## src/rtl/branch_resolve.sv

```systemverilog
// Branch resolution unit: tracks in-flight predictions in a FIFO, checks each
// resolved instruction against its predicted next-PC, trains the predictor and redirects fetch.
module branch_resolve #(
    parameter int DEPTH = 4
) (
    input  logic        clk,
    input  logic        rst_n,
    input  logic        fe_valid,
    input  logic [31:0] fe_pc,
    input  logic [31:0] fe_pred_pc,
    output logic        fe_ready,
    input  logic        ex_valid,
    input  logic        ex_is_br,
    input  logic        ex_taken,
    input  logic [31:0] ex_target,
    output logic        upd_valid,
    output logic [31:0] upd_pc,
    output logic [31:0] upd_target,
    output logic        upd_taken,
    output logic        redir_valid,
    output logic [31:0] redir_pc,
    output logic [4:0]  occupancy,
    output logic [15:0] br_cnt,
    output logic [15:0] miss_cnt,
    output logic        underflow
);
    localparam int PW = (DEPTH > 1) ? $clog2(DEPTH) : 1;

    typedef enum logic {RUN, REDIR} state_t;

    state_t                  state, state_nxt;
    logic [PW-1:0]           rd_ptr, wr_ptr;
    logic [4:0]              count;
    logic [DEPTH-1:0][31:0]  q_pc, q_pred;
    logic                    push, resolve, mispredict;
    logic [31:0]             head_pc, head_pred, actual_pc;

    assign head_pc    = q_pc[rd_ptr];
    assign head_pred  = q_pred[rd_ptr];
    assign fe_ready   = (state == RUN) && (count < 5'(DEPTH));
    assign push       = fe_valid && fe_ready;
    assign resolve    = ex_valid && (state == RUN) && (count != 5'd0);
    assign actual_pc  = (ex_is_br && ex_taken) ? ex_target : head_pc + 32'd4;
    // Every resolved instruction is checked, branch or not.
    assign mispredict = resolve && (actual_pc != head_pred);
    assign occupancy  = count;
    assign redir_valid = (state == REDIR);

    always_comb begin
        state_nxt = state;
        case (state)
            RUN:     if (mispredict) state_nxt = REDIR;
            REDIR:   state_nxt = RUN;
            default: state_nxt = RUN;
        endcase
    end

    always_ff @(posedge clk or negedge rst_n) begin
        if (!rst_n) state <= RUN;
        else        state <= state_nxt;
    end

    // A mispredict flushes the queue and drops any same-cycle push.
    always_ff @(posedge clk or negedge rst_n) begin
        if (!rst_n) begin
            rd_ptr <= '0;
            wr_ptr <= '0;
            count  <= '0;
        end else if (mispredict) begin
            rd_ptr <= '0;
            wr_ptr <= '0;
            count  <= '0;
        end else begin
            if (push)    wr_ptr <= wr_ptr + PW'(1);
            if (resolve) rd_ptr <= rd_ptr + PW'(1);
            count <= count + 5'(push) - 5'(resolve);
        end
    end

    always_ff @(posedge clk) begin
        if (push) begin
            q_pc[wr_ptr]   <= fe_pc;
            q_pred[wr_ptr] <= fe_pred_pc;
        end
    end

    always_ff @(posedge clk or negedge rst_n) begin
        if (!rst_n) begin
            upd_valid  <= 1'b0;
            upd_pc     <= '0;
            upd_target <= '0;
            upd_taken  <= 1'b0;
            redir_pc   <= '0;
            br_cnt     <= '0;
            miss_cnt   <= '0;
            underflow  <= 1'b0;
        end else begin
            upd_valid <= resolve && ex_is_br;
            if (resolve && ex_is_br) begin
                upd_pc     <= head_pc;
                upd_target <= ex_target;
                upd_taken  <= ex_taken;
                if (br_cnt != 16'hFFFF) br_cnt <= br_cnt + 16'd1;
            end
            if (mispredict) begin
                redir_pc <= actual_pc;
                if (miss_cnt != 16'hFFFF) miss_cnt <= miss_cnt + 16'd1;
            end
            if (ex_valid && (state == RUN) && (count == 5'd0)) underflow <= 1'b1;
        end
    end
endmodule
```

## config.mk

```make
export PLATFORM = sky130hd
export DESIGN_NAME = branch_resolve
export DESIGN_NICKNAME = d
export VERILOG_FILES = /design/src/rtl/branch_resolve.sv
export SDC_FILE = /design/constraint.sdc
export NUM_CORES = 1
export LEC_CHECK = 0
export CAP_MARGIN = 40
export CORE_ASPECT_RATIO = 0.7
export CORE_MARGIN = 4
export CORE_UTILIZATION = 50
export DETAILED_ROUTE_END_ITERATION = 10
export PLACE_DENSITY = 0.77
export SYNTH_ARGS = -nofsm -noshare
export SYNTH_HDL_FRONTEND = slang
export SYNTH_SLANG_ARGS = --single-unit
```

## constraint.sdc

```tcl
create_clock -name clk -period 4.2 [get_ports clk]
set_clock_uncertainty 0.05 [all_clocks]
set_input_delay 0.63 -clock clk [delete_from_list [all_inputs] [get_ports clk]]
set_output_delay 0.63 -clock clk [all_outputs]
set_load 0.02 [all_outputs]
```

==> results of run 1 <==
layout by cell type, fill, tap and decap left out, drive strengths merged, types with 31 or more instances in the layout:
master | netlist | layout
clkdlybuf4s50 | 0 | 238
nor2 | 39 | 39
mux4 | 63 | 63
xor2 | 43 | 43
xnor2 | 59 | 59
edfxtp | 256 | 256
clkbuf | 21 | 54
dfrtp | 141 | 141
nand2 | 241 | 241
o21ai | 31 | 31
buf | 33 | 101
mux2 | 35 | 35
through the flow:
stage               hold slack [ps]  area (sq um)  worst slack (ps)  total power, mW  util, %
finish                          114         22500               106             13.1     64.8
global route                    192         22500              27.8             13.6     64.8
CTS                             149         22400              8.34             13.1     64.5
detailed placement              405         21100             -68.7             9.57     60.8
global placement                402         21100             -62.3             9.47     60.8
floorplan                       284         17600               207             7.49        -
sequential cells by signal (all words and copies together) (netlist names):
register and cells:
br_cnt 16, miss_cnt 16, occupancy 5, q_pc 128, q_pred 128, rd_ptr 2
redir_pc 32, redir_valid 1, underflow 1, upd_pc 32, upd_taken 1, upd_target 32
upd_valid 1, wr_ptr 2
routing by layer:
| layer | wire length [um] | vias to the layer above | part of all wire [%] | track usage (%) |
|---|---|---|---|---|
| met4 | 1130 | 0 | 2.1 | 6.73 |
| met1 | 22900 | 5983 | 43 | 40.4 |
| met2 | 23500 | 605 | 44 | 40.4 |
| li1 | - | 5175 | - | - |
| met5 | 0 | - | 0 | 0 |
| met3 | 5450 | 75 | 10 | 8.23 |
layout make-up:
cell class / instances / share of cell area (%)
sequential: 397 / 49.8
tap: 472 / 2.62
timing repair buffer: 339 / 14.7
clock buffer: 54 / 4.94
clock inverter: 17 / 0.850
multi-input combinational: 751 / 26.7
antenna: 2 / 0.0222
inverter: 19 / 0.317
power groups by stage:
stage / Combinational, mW / Clock (mW) / Sequential [mW]
CTS: 4.17 / 3.59 / 5.35
finish: 4.18 / 3.54 / 5.35
floorplan: 1.49 / 0 / 6.00
global route: 4.42 / 3.76 / 5.43
global placement: 4.08 / 0 / 5.39
detailed placement: 4.15 / 0 / 5.42
cell families after synthesis:
logic type      after synthesis
compound gates               96
xor+xnor                    106
fa+ha+maj                    15
buf+inv                      73
flops                       397
mux                         115
simple gates                419
worst paths after layout:
check / endpoint / start / cells after the start
max: redir_pc[13] / rd_ptr[0] / 15
min: underflow / rst_n / 1
max reg2reg: redir_pc[13] / rd_ptr[0] / 15
min reg2reg: underflow / underflow / 1
max in group asynchronous: upd_pc[0] / rst_n / 2
min in group clk: underflow / underflow / 1
timing repair:
action,in CTS,in global routing
pin swaps,0,6
resized for setup,3,9
setup endpoints to repair,34,44
buffers inserted,0,10
==> results.tsv, run 1 <==
metric	value	unit
status	completed	
synth_compound_area_share	3.59	%
clk_pin_slew	60	ps
synth-xor-area-share	5.59	%
grt_pass1_wl	77000	um
nets	1664	
hpwlAfterDp	38500	um
synth_most_common_cell	edfxtp_1	
layoutNonFillerInstCount	2051	
htree_levels	2	
grt_pass1_vias	11700	
syn_avg_cell_area	14.4	sq um
drv_cap	0	
seqPwrFrac	40.9	%
fillers	2527	
vias_per_cell	5.77	
tightest_slew	878	ps
wire_per_inst	25.9	um
io_pins	240	
powerDensity	580	mW/mm^2
synth_edf_count	256	
dr.pass1.iters	5	
hp-class	input pin to async pin	
min_period	4090	ps
p_leak	8.49	nW
dr.first_iter.drc_count	1400	
cpPeakStageDelay	550	ps
dr_total_vias	11800	
place_congestion	0.996	
slew_viol_final	0	
slew_headroom	41.5	%
crit_arrival	4470	ps
regArea	0.0112	sq mm
worstSetupEndpointType	register	
drc_errors	0	
cts_buffers	39	
netlist_area	0.0176	sq mm
postCtsHoldBufs	0	
num_rows	57	
drive_above_1_share	18.8	%
track_usage	27.4	%
synth_top_area_share	43.6	%
crit_slowest_cell	dfrtp_4	
critPathMaxFanout	17	
placed_cells	1968	
fmax	0.244	GHz
cts_tree	yes	
final.period_utilization	97.5	%
die_x	232	um
yosys.area.top_type	edfxtp_1	
power.switching	4.18	mW
synth_top_family_by_area	simple AND/OR/NAND/NOR gates	
crit_path_start_kind	register	
antenna_found_initial	2	
yosysWarnings	0	
irDropWorstVdd	0.000497	V
cts_root_buffer	clkbuf_16	
crit_top_cell	buf_12	
synthSimpleGateAreaFrac	11.9	%
setup_viol	0	
synthMuxAreaShare	11.8	%
rsz0062_at_grt	no	
area_growth_syn_to_layout	27.7	%
initial_core_util	50.8	%
clk_path_buf_depth	3	
synth-main-ff-cell	edfxtp_1	
cp_cell_sequence	buf_12 > buf_4 > mux4_2 > and4_4 > nand4_1 > xor2_1 > buf_4 > o2bb2ai_1 > o41ai_1 > and4_1 > o2111a_1 > buf_12 > nor2_8 > buf_12 > mux2_4	
clock_power_share	27.1	%
ff2ff_setup_slack	110	ps
synthTopCellsByArea	edfxtp_1 44%, dfrtp_1 20%, mux4_2 7.5%, nand2_1 5.1%, xnor2_1 2.9%	
synth-seq-area-share	63.6	%
core	0.0347	sq mm
routed_wl	53000	um
ys_async_sr_fraction	35.5	%
synthAdderAreaFrac	1.11	%
synth_commonest_cells	256 x edfxtp_1, 241 x nand2_1, 141 x dfrtp_1, 59 x mux4_2, 59 x xnor2_1	
crit_type	register to register	
clock_sinks	397	
die_h	165	um
power.internal	8.88	mW
multi_input_area	0.00602	sq mm
die_area	0.0384	sq mm
sw_frac_of_total	32.0	%
clk-insertion-delay-late	550	ps
grt_max_degree	90	
place.port_buffers	239	
syn-num-nets	1338	
combinationalPowerShare	32.0	%
hold_viol_final	0	
cp_top_family	buffers and inverters	
finalSetupTns	0	ps
synth_seq_cells	397	
grt-ovfl-total	0	
netlist_instances	1221	
synth_cell_type_count	83	
drtAntennaViolNets	0	
path_buf_inv	5	
cp.required	4570	ps
Note: power is estimated with default switching activity, not from simulation.
==> run 2, diff against run 1 <==
==> constraint.sdc (replaced) <==
create_clock -name clk -period 4.2 [get_ports clk]
set_clock_uncertainty 0.05 [all_clocks]
set_input_delay 0.84 -clock clk [delete_from_list [all_inputs] [get_ports clk]]
set_output_delay 0.84 -clock clk [all_outputs]
set_load 0.02 [all_outputs]
==> run 2 against run 1 <==
Maximum frequency down 0.60%. First-iteration DRC count shrank 10%. Largest cell class unchanged. Sequential power barely moved. Cell area increased by 1.5%. Power fell by 0.86%. Non-clock buffer count increased by 35. Worst setup slack worse by 25 ps. Global-route usage hardly changed. Register-to-register slack lost 20 ps. Critical path depth is 1 higher.
==> results.tsv, run 2 (synthesized netlist as in run 1, its figures left out) <==
metric	value	unit
powerDensity	567	mW/mm^2
final.period_utilization	98.1	%
die_h	165	um
dpl_cell_area	0.0214	sq mm
vias_per_cell	5.75	
p_total	13.0	mW
fmax	0.243	GHz
hp-class	input pin to async pin	
dr_total_vias	12000	
hold_viol_final	0	
drv_cap	0	
whs	214	ps
crit_type	register to register	
final_core_util	65.8	%
clk_pin_slew	70	ps
combinationalPowerShare	33.2	%
cp.required	4560	ps
cp_top_family	compound AO/OA/AOI/OAI gates	
critPathMaxFanout	13	
power.switching	4.19	mW
final_common_cell	edfxtp_1	
crit_top_cell	buf_4	
crit-reg2reg-launch	rd_ptr[0]	
cts_tree	yes	
irDropWorstVdd	0.000328	V
dr.first_iter.drc_count	1255	
hpwlAfterDp	38100	um
wire_per_inst	25.2	um
place.port_buffers	239	
grt_max_degree	67	
track_usage	27.4	%
initial_core_util	50.8	%
layout.cells.most_common_list	256 x edfxtp_1, 240 x nand2_1, 238 x clkdlybuf4s50_1	
sw_frac_of_total	32.4	%
grt_pass1_wl	77300	um
clock_power_share	25.6	%
slew_headroom	42.8	%
worstSetupEndpointType	register	
cpPeakStageDelay	560	ps
antenna_found_initial	2	
slew_viol_final	0	
status	completed	
io_pins	240	
power.internal	8.76	mW
crit_path_start_kind	register	
drtAntennaViolNets	0	
path_buf_inv	6	
r2r_end	miss_cnt[4]	
num_rows	57	
clk_path_buf_depth	3	
place_congestion	0.989	
setup_ws	81.5	ps
place_ws	-106	ps
cts_buffers	39	
nets	1700	
crit_arrival	4480	ps
grt-ovfl-total	0	
finalInstanceArea	0.0229	sq mm
finalSetupTns	0	ps
rsz0062_at_grt	yes	
cp_cell_sequence	buf_12 > mux4_2 > and4_4 > nand3_2 > buf_4 > buf_4 > o21ai_0 > a21oi_1 > o41ai_2 > and4_1 > o2111a_2 > buf_12 > buf_8 > buf_4 > nor3b_2 > xor2_1	
ff2ff_setup_slack	80	ps
die_area	0.0384	sq mm
seqPwrFrac	41.3	%
clk-insertion-delay-late	540	ps
min_period	4120	ps
layoutNonFillerInstCount	2085	
die_x	232	um
routed_wl	52600	um
placed_cells	2004	
drc_errors	0	
crit_slowest_cell	dfrtp_4	
cts_root_buffer	clkbuf_16	
drive_above_1_share	21.5	%
core	0.0347	sq mm
setup_viol	0	
htree_levels	2	
p_leak	8.65	nW
dr.pass1.iters	5	
tightest_slew	858	ps
r2r_cells	16	
fillers	2532	
postCtsHoldBufs	0	
area_growth_syn_to_layout	29.7	%
reg_top3	q_pc: 128 flops, q_pred: 128 flops	
grt_pass1_vias	11900	
clock_sinks	397	
run 2: cell count changes in the layout (fill, tap and decap cells not counted), sizes merged:
cell,before,now
clkinvlp,3,1
diode,2,1
buf,101,135
clkbuf,54,52
nor2,39,40
bufinv,3,1
clkinv,10,16
run 2: worst reg2reg max path, stage by stage (launching register included):
cell and delay [ps]:
dfrtp_4 560, buf_12 180, mux4_2 380, and4_4 280, nand3_2 220, buf_4 220
buf_4 130, o21ai_0 290, a21oi_1 150, o41ai_2 360, and4_1 240, o2111a_2 250
buf_12 140, buf_8 160, buf_4 170, nor3b_2 50, xor2_1 160
run 2: worst max-delay path by stage:
stage | cells past startpoint | slack, ps | from | endpoint
detailed placement | 13 | -110 | rd_ptr[0] | miss_cnt[1]
finish | 16 | 80 | rd_ptr[0] | miss_cnt[4]
CTS | 13 | 10 | rd_ptr[0] | miss_cnt[1]
global route | 16 | -3 | rd_ptr[0] | miss_cnt[4]
global placement | 13 | -190 | rd_ptr[0] | miss_cnt[1]
floorplan | 16 | 210 | rd_ptr[0] | redir_pc[10]
run 2: power groups by stage:
stage          clock network (mW)  logic (mW)  registers, mW
2_1_floorplan                   0        1.49           6.00
3_3_place_gp                    0        4.08           5.39
3_5_place_dp                    0        4.15           5.41
4_1_cts                      3.37        4.22           5.34
5_1_grt                      3.55        4.53           5.42
6_report                     3.31        4.30           5.34
run 2: repair_timing:
action | in CTS | in global routing
gates cloned | 1 | 1
pin swaps | 6 | 11
resized for setup | 4 | 34
setup endpoints to repair | 50 | 54
setup buffers | 3 | 5
run 2: routing by layer:
layer	global-route usage (%)	up-vias	share of wire, %	wire [um]
met5	0	-	0.025	13
met4	7.22	2	2.6	1350
met3	7.03	85	9.6	5050
met2	41.0	597	44	23300
met1	40.6	6046	44	22900
li1	-	5259	-	-
run 2: cell type report:
type / count / area, sq um / share of cell area (%)
tap: 472 / 591 / 2.58
clock buffer: 51 / 1070 / 4.66
antenna: 1 / 2.50 / 0.0109
multi-input combinational: 752 / 6140 / 26.9
timing repair buffer: 374 / 3640 / 15.9
inverter: 19 / 71.3 / 0.312
clock inverter: 19 / 135 / 0.591
sequential: 397 / 11200 / 49.1
==> run 3, diff against run 2 <==
--- a/config.mk
+++ b/config.mk
@@ -10,6 +10,7 @@
 export CORE_MARGIN = 4
 export CORE_UTILIZATION = 50
 export DETAILED_ROUTE_END_ITERATION = 10
+export GPL_TIMING_DRIVEN = 0
 export PLACE_DENSITY = 0.77
 export SYNTH_ARGS = -nofsm -noshare
 export SYNTH_HDL_FRONTEND = slang
==> run 3 against run 2 <==
Critical endpoint is now redir_pc[11]. The run now ends with negative setup slack left. Hold slack better by 82 ps. Sequential power hardly changed. Die area unchanged. Final cell count down 1.5%. Global-route usage fell by 0.83 points.
==> results.tsv, run 3 (synthesized netlist as in run 1, its figures left out) <==
metric	value	unit
placed_cells	1937	
die_area	0.0384	sq mm
powerDensity	575	mW/mm^2
place_congestion	0.995	
clock_power_share	26.8	%
clk_pin_slew	60	ps
whs	296	ps
area_growth_syn_to_layout	28.8	%
io_pins	240	
fmax	0.234	GHz
layoutNonFillerInstCount	2053	
vias_per_cell	5.83	
cp_cell_sequence	buf_12 > buf_12 > mux4_2 > ha_4 > nand2_4 > o22ai_4 > buf_4 > nand3_4 > buf_4 > nor4_4 > xnor2_1 > nor3_1 > and4_1 > o2111a_1 > buf_6 > nor2_8 > bufbuf_16 > mux2_4	
final.period_utilization	102	%
regArea	0.0112	sq mm
clock_sinks	397	
fillers	2533	
cp_top_family	buffers and inverters	
dr.pass1.iters	5	
track_usage	26.6	%
drv_cap	0	
initial_core_util	50.8	%
die_x	232	um
setup_ws	-66.0	ps
seqPwrFrac	40.9	%
dr_total_vias	12000	
setup_viol	17	
layout.cells.most_common_list	256 x edfxtp_1, 239 x nand2_1, 238 x clkdlybuf4s50_1	
min_period	4270	ps
drtAntennaViolNets	0	
rsz0062_at_grt	yes	
irDropWorstVdd	0.000384	V
hp-class	input pin to async pin	
slew_headroom	44.0	%
cp.required	4580	ps
crit_path_start_kind	register	
grt_pass1_vias	11700	
place_ws	-743	ps
cts_buffers	39	
power.internal	8.88	mW
critPathMaxFanout	6	
sw_frac_of_total	32.0	%
grt_pass1_wl	75000	um
hpwlAfterDp	37300	um
routed_wl	51400	um
drive_above_1_share	18.6	%
final_core_util	65.4	%
violations	negative setup slack	
place.port_buffers	239	
dr.first_iter.drc_count	1528	
drc_errors	0	
slew_viol_final	0	
die_h	165	um
antenna_found_initial	2	
grt_max_degree	78	
grt-ovfl-total	0	
nets	1665	
ff2ff_setup_slack	-70	ps
status	finished, violations left	
multi_input_area	0.00623	sq mm
clk_path_buf_depth	3	
tightest_slew	829	ps
p_leak	8.53	nW
combinationalPowerShare	32.3	%
num_rows	57	
hold_viol_final	0	
wire_per_inst	25.1	um
finalInstanceArea	0.0227	sq mm
cpPeakStageDelay	400	ps
final_common_cell	edfxtp_1	
htree_levels	2	
reg_top3	q_pc: 128 flops, q_pred: 128 flops	
cts_tree	yes	
crit_arrival	4640	ps
power.switching	4.18	mW
dpl_cell_area	0.0208	sq mm
worstSetupEndpointType	register	
crit_type	register to register	
path_buf_inv	6	
postCtsHoldBufs	0	
clk-insertion-delay-late	550	ps
cts_root_buffer	clkbuf_16	
core	0.0347	sq mm
crit_slowest_cell	dfrtp_1	
run 3: cell count changes in the layout (fill, tap and decap cells not counted), sizes merged:
cell,change
bufbuf,+1
bufinv,+3
clkbuf,+15
nor2,-1
clkinv,+2
buf,-54
diode,+1
clkinvlp,+1
run 3: worst register-to-register path, stage by stage, from the launching register on:
cell and delay [ps]:
dfrtp_1 400, buf_12 160, buf_12 140, mux4_2 380, ha_4 180, nand2_4 70, o22ai_4 230, buf_4 170
nand3_4 110, buf_4 190, nor4_4 370, xnor2_1 230, nor3_1 90, and4_1 230, o2111a_1 260, buf_6 150
nor2_8 150, bufbuf_16 300, mux2_4 300
run 3: worst paths after layout:
path	startpoint	depth (start not counted)	endpoint
max in group asynchronous	rst_n	2	br_cnt[12]
setup / recovery	rd_ptr[0]	18	redir_pc[11]
min in group clk	underflow	1	underflow
hold reg to reg	underflow	1	underflow
setup reg to reg	rd_ptr[0]	18	redir_pc[11]
hold / removal	rst_n	1	underflow
run 3: area by class of cell:
type | count | area share, %
tap | 472 | 2.60
clock inverter | 25 | 1.09
antenna | 2 | 0.0220
timing repair buffer | 288 | 12.8
multi-input combinational | 751 | 27.4
buffer | 52 | 1.80
sequential | 397 | 49.4
clock buffer | 47 | 4.57
inverter | 19 | 0.314
run 3: power by group through the flow:
stage	combinational [mW]	clock, mW	sequential [mW]
floorplan	1.49	0	6.00
global placement	3.96	0	5.41
detailed placement	4.05	0	5.42
CTS	4.19	3.56	5.34
global route	4.46	3.73	5.43
finish	4.22	3.50	5.35
run 3: repair_timing:
action                     CTS  global route
setup buffers               24            19
resized for setup           41            26
cloned                       1             0
setup endpoints to repair   58            34
pin swaps                   12            13
run 3: per-stage QoR:
stage / total power [mW] / TNS, ps
2_1_floorplan: 7.49 / 0
3_3_place_gp: 9.36 / -631320
3_5_place_dp: 9.46 / -34420
4_1_cts: 13.1 / 0
5_1_grt: 13.6 / -948
6_report: 13.1 / -688
run 3: routing by layer:
metal / GRT usage [%] / up-vias / wire length, um
li1: - / 5191 / -
met1: 39.6 / 6056 / 22100
met2: 39.1 / 632 / 22700
met3: 7.03 / 84 / 5330
met4: 7.25 / 2 / 1310
met5: 0 / - / 12
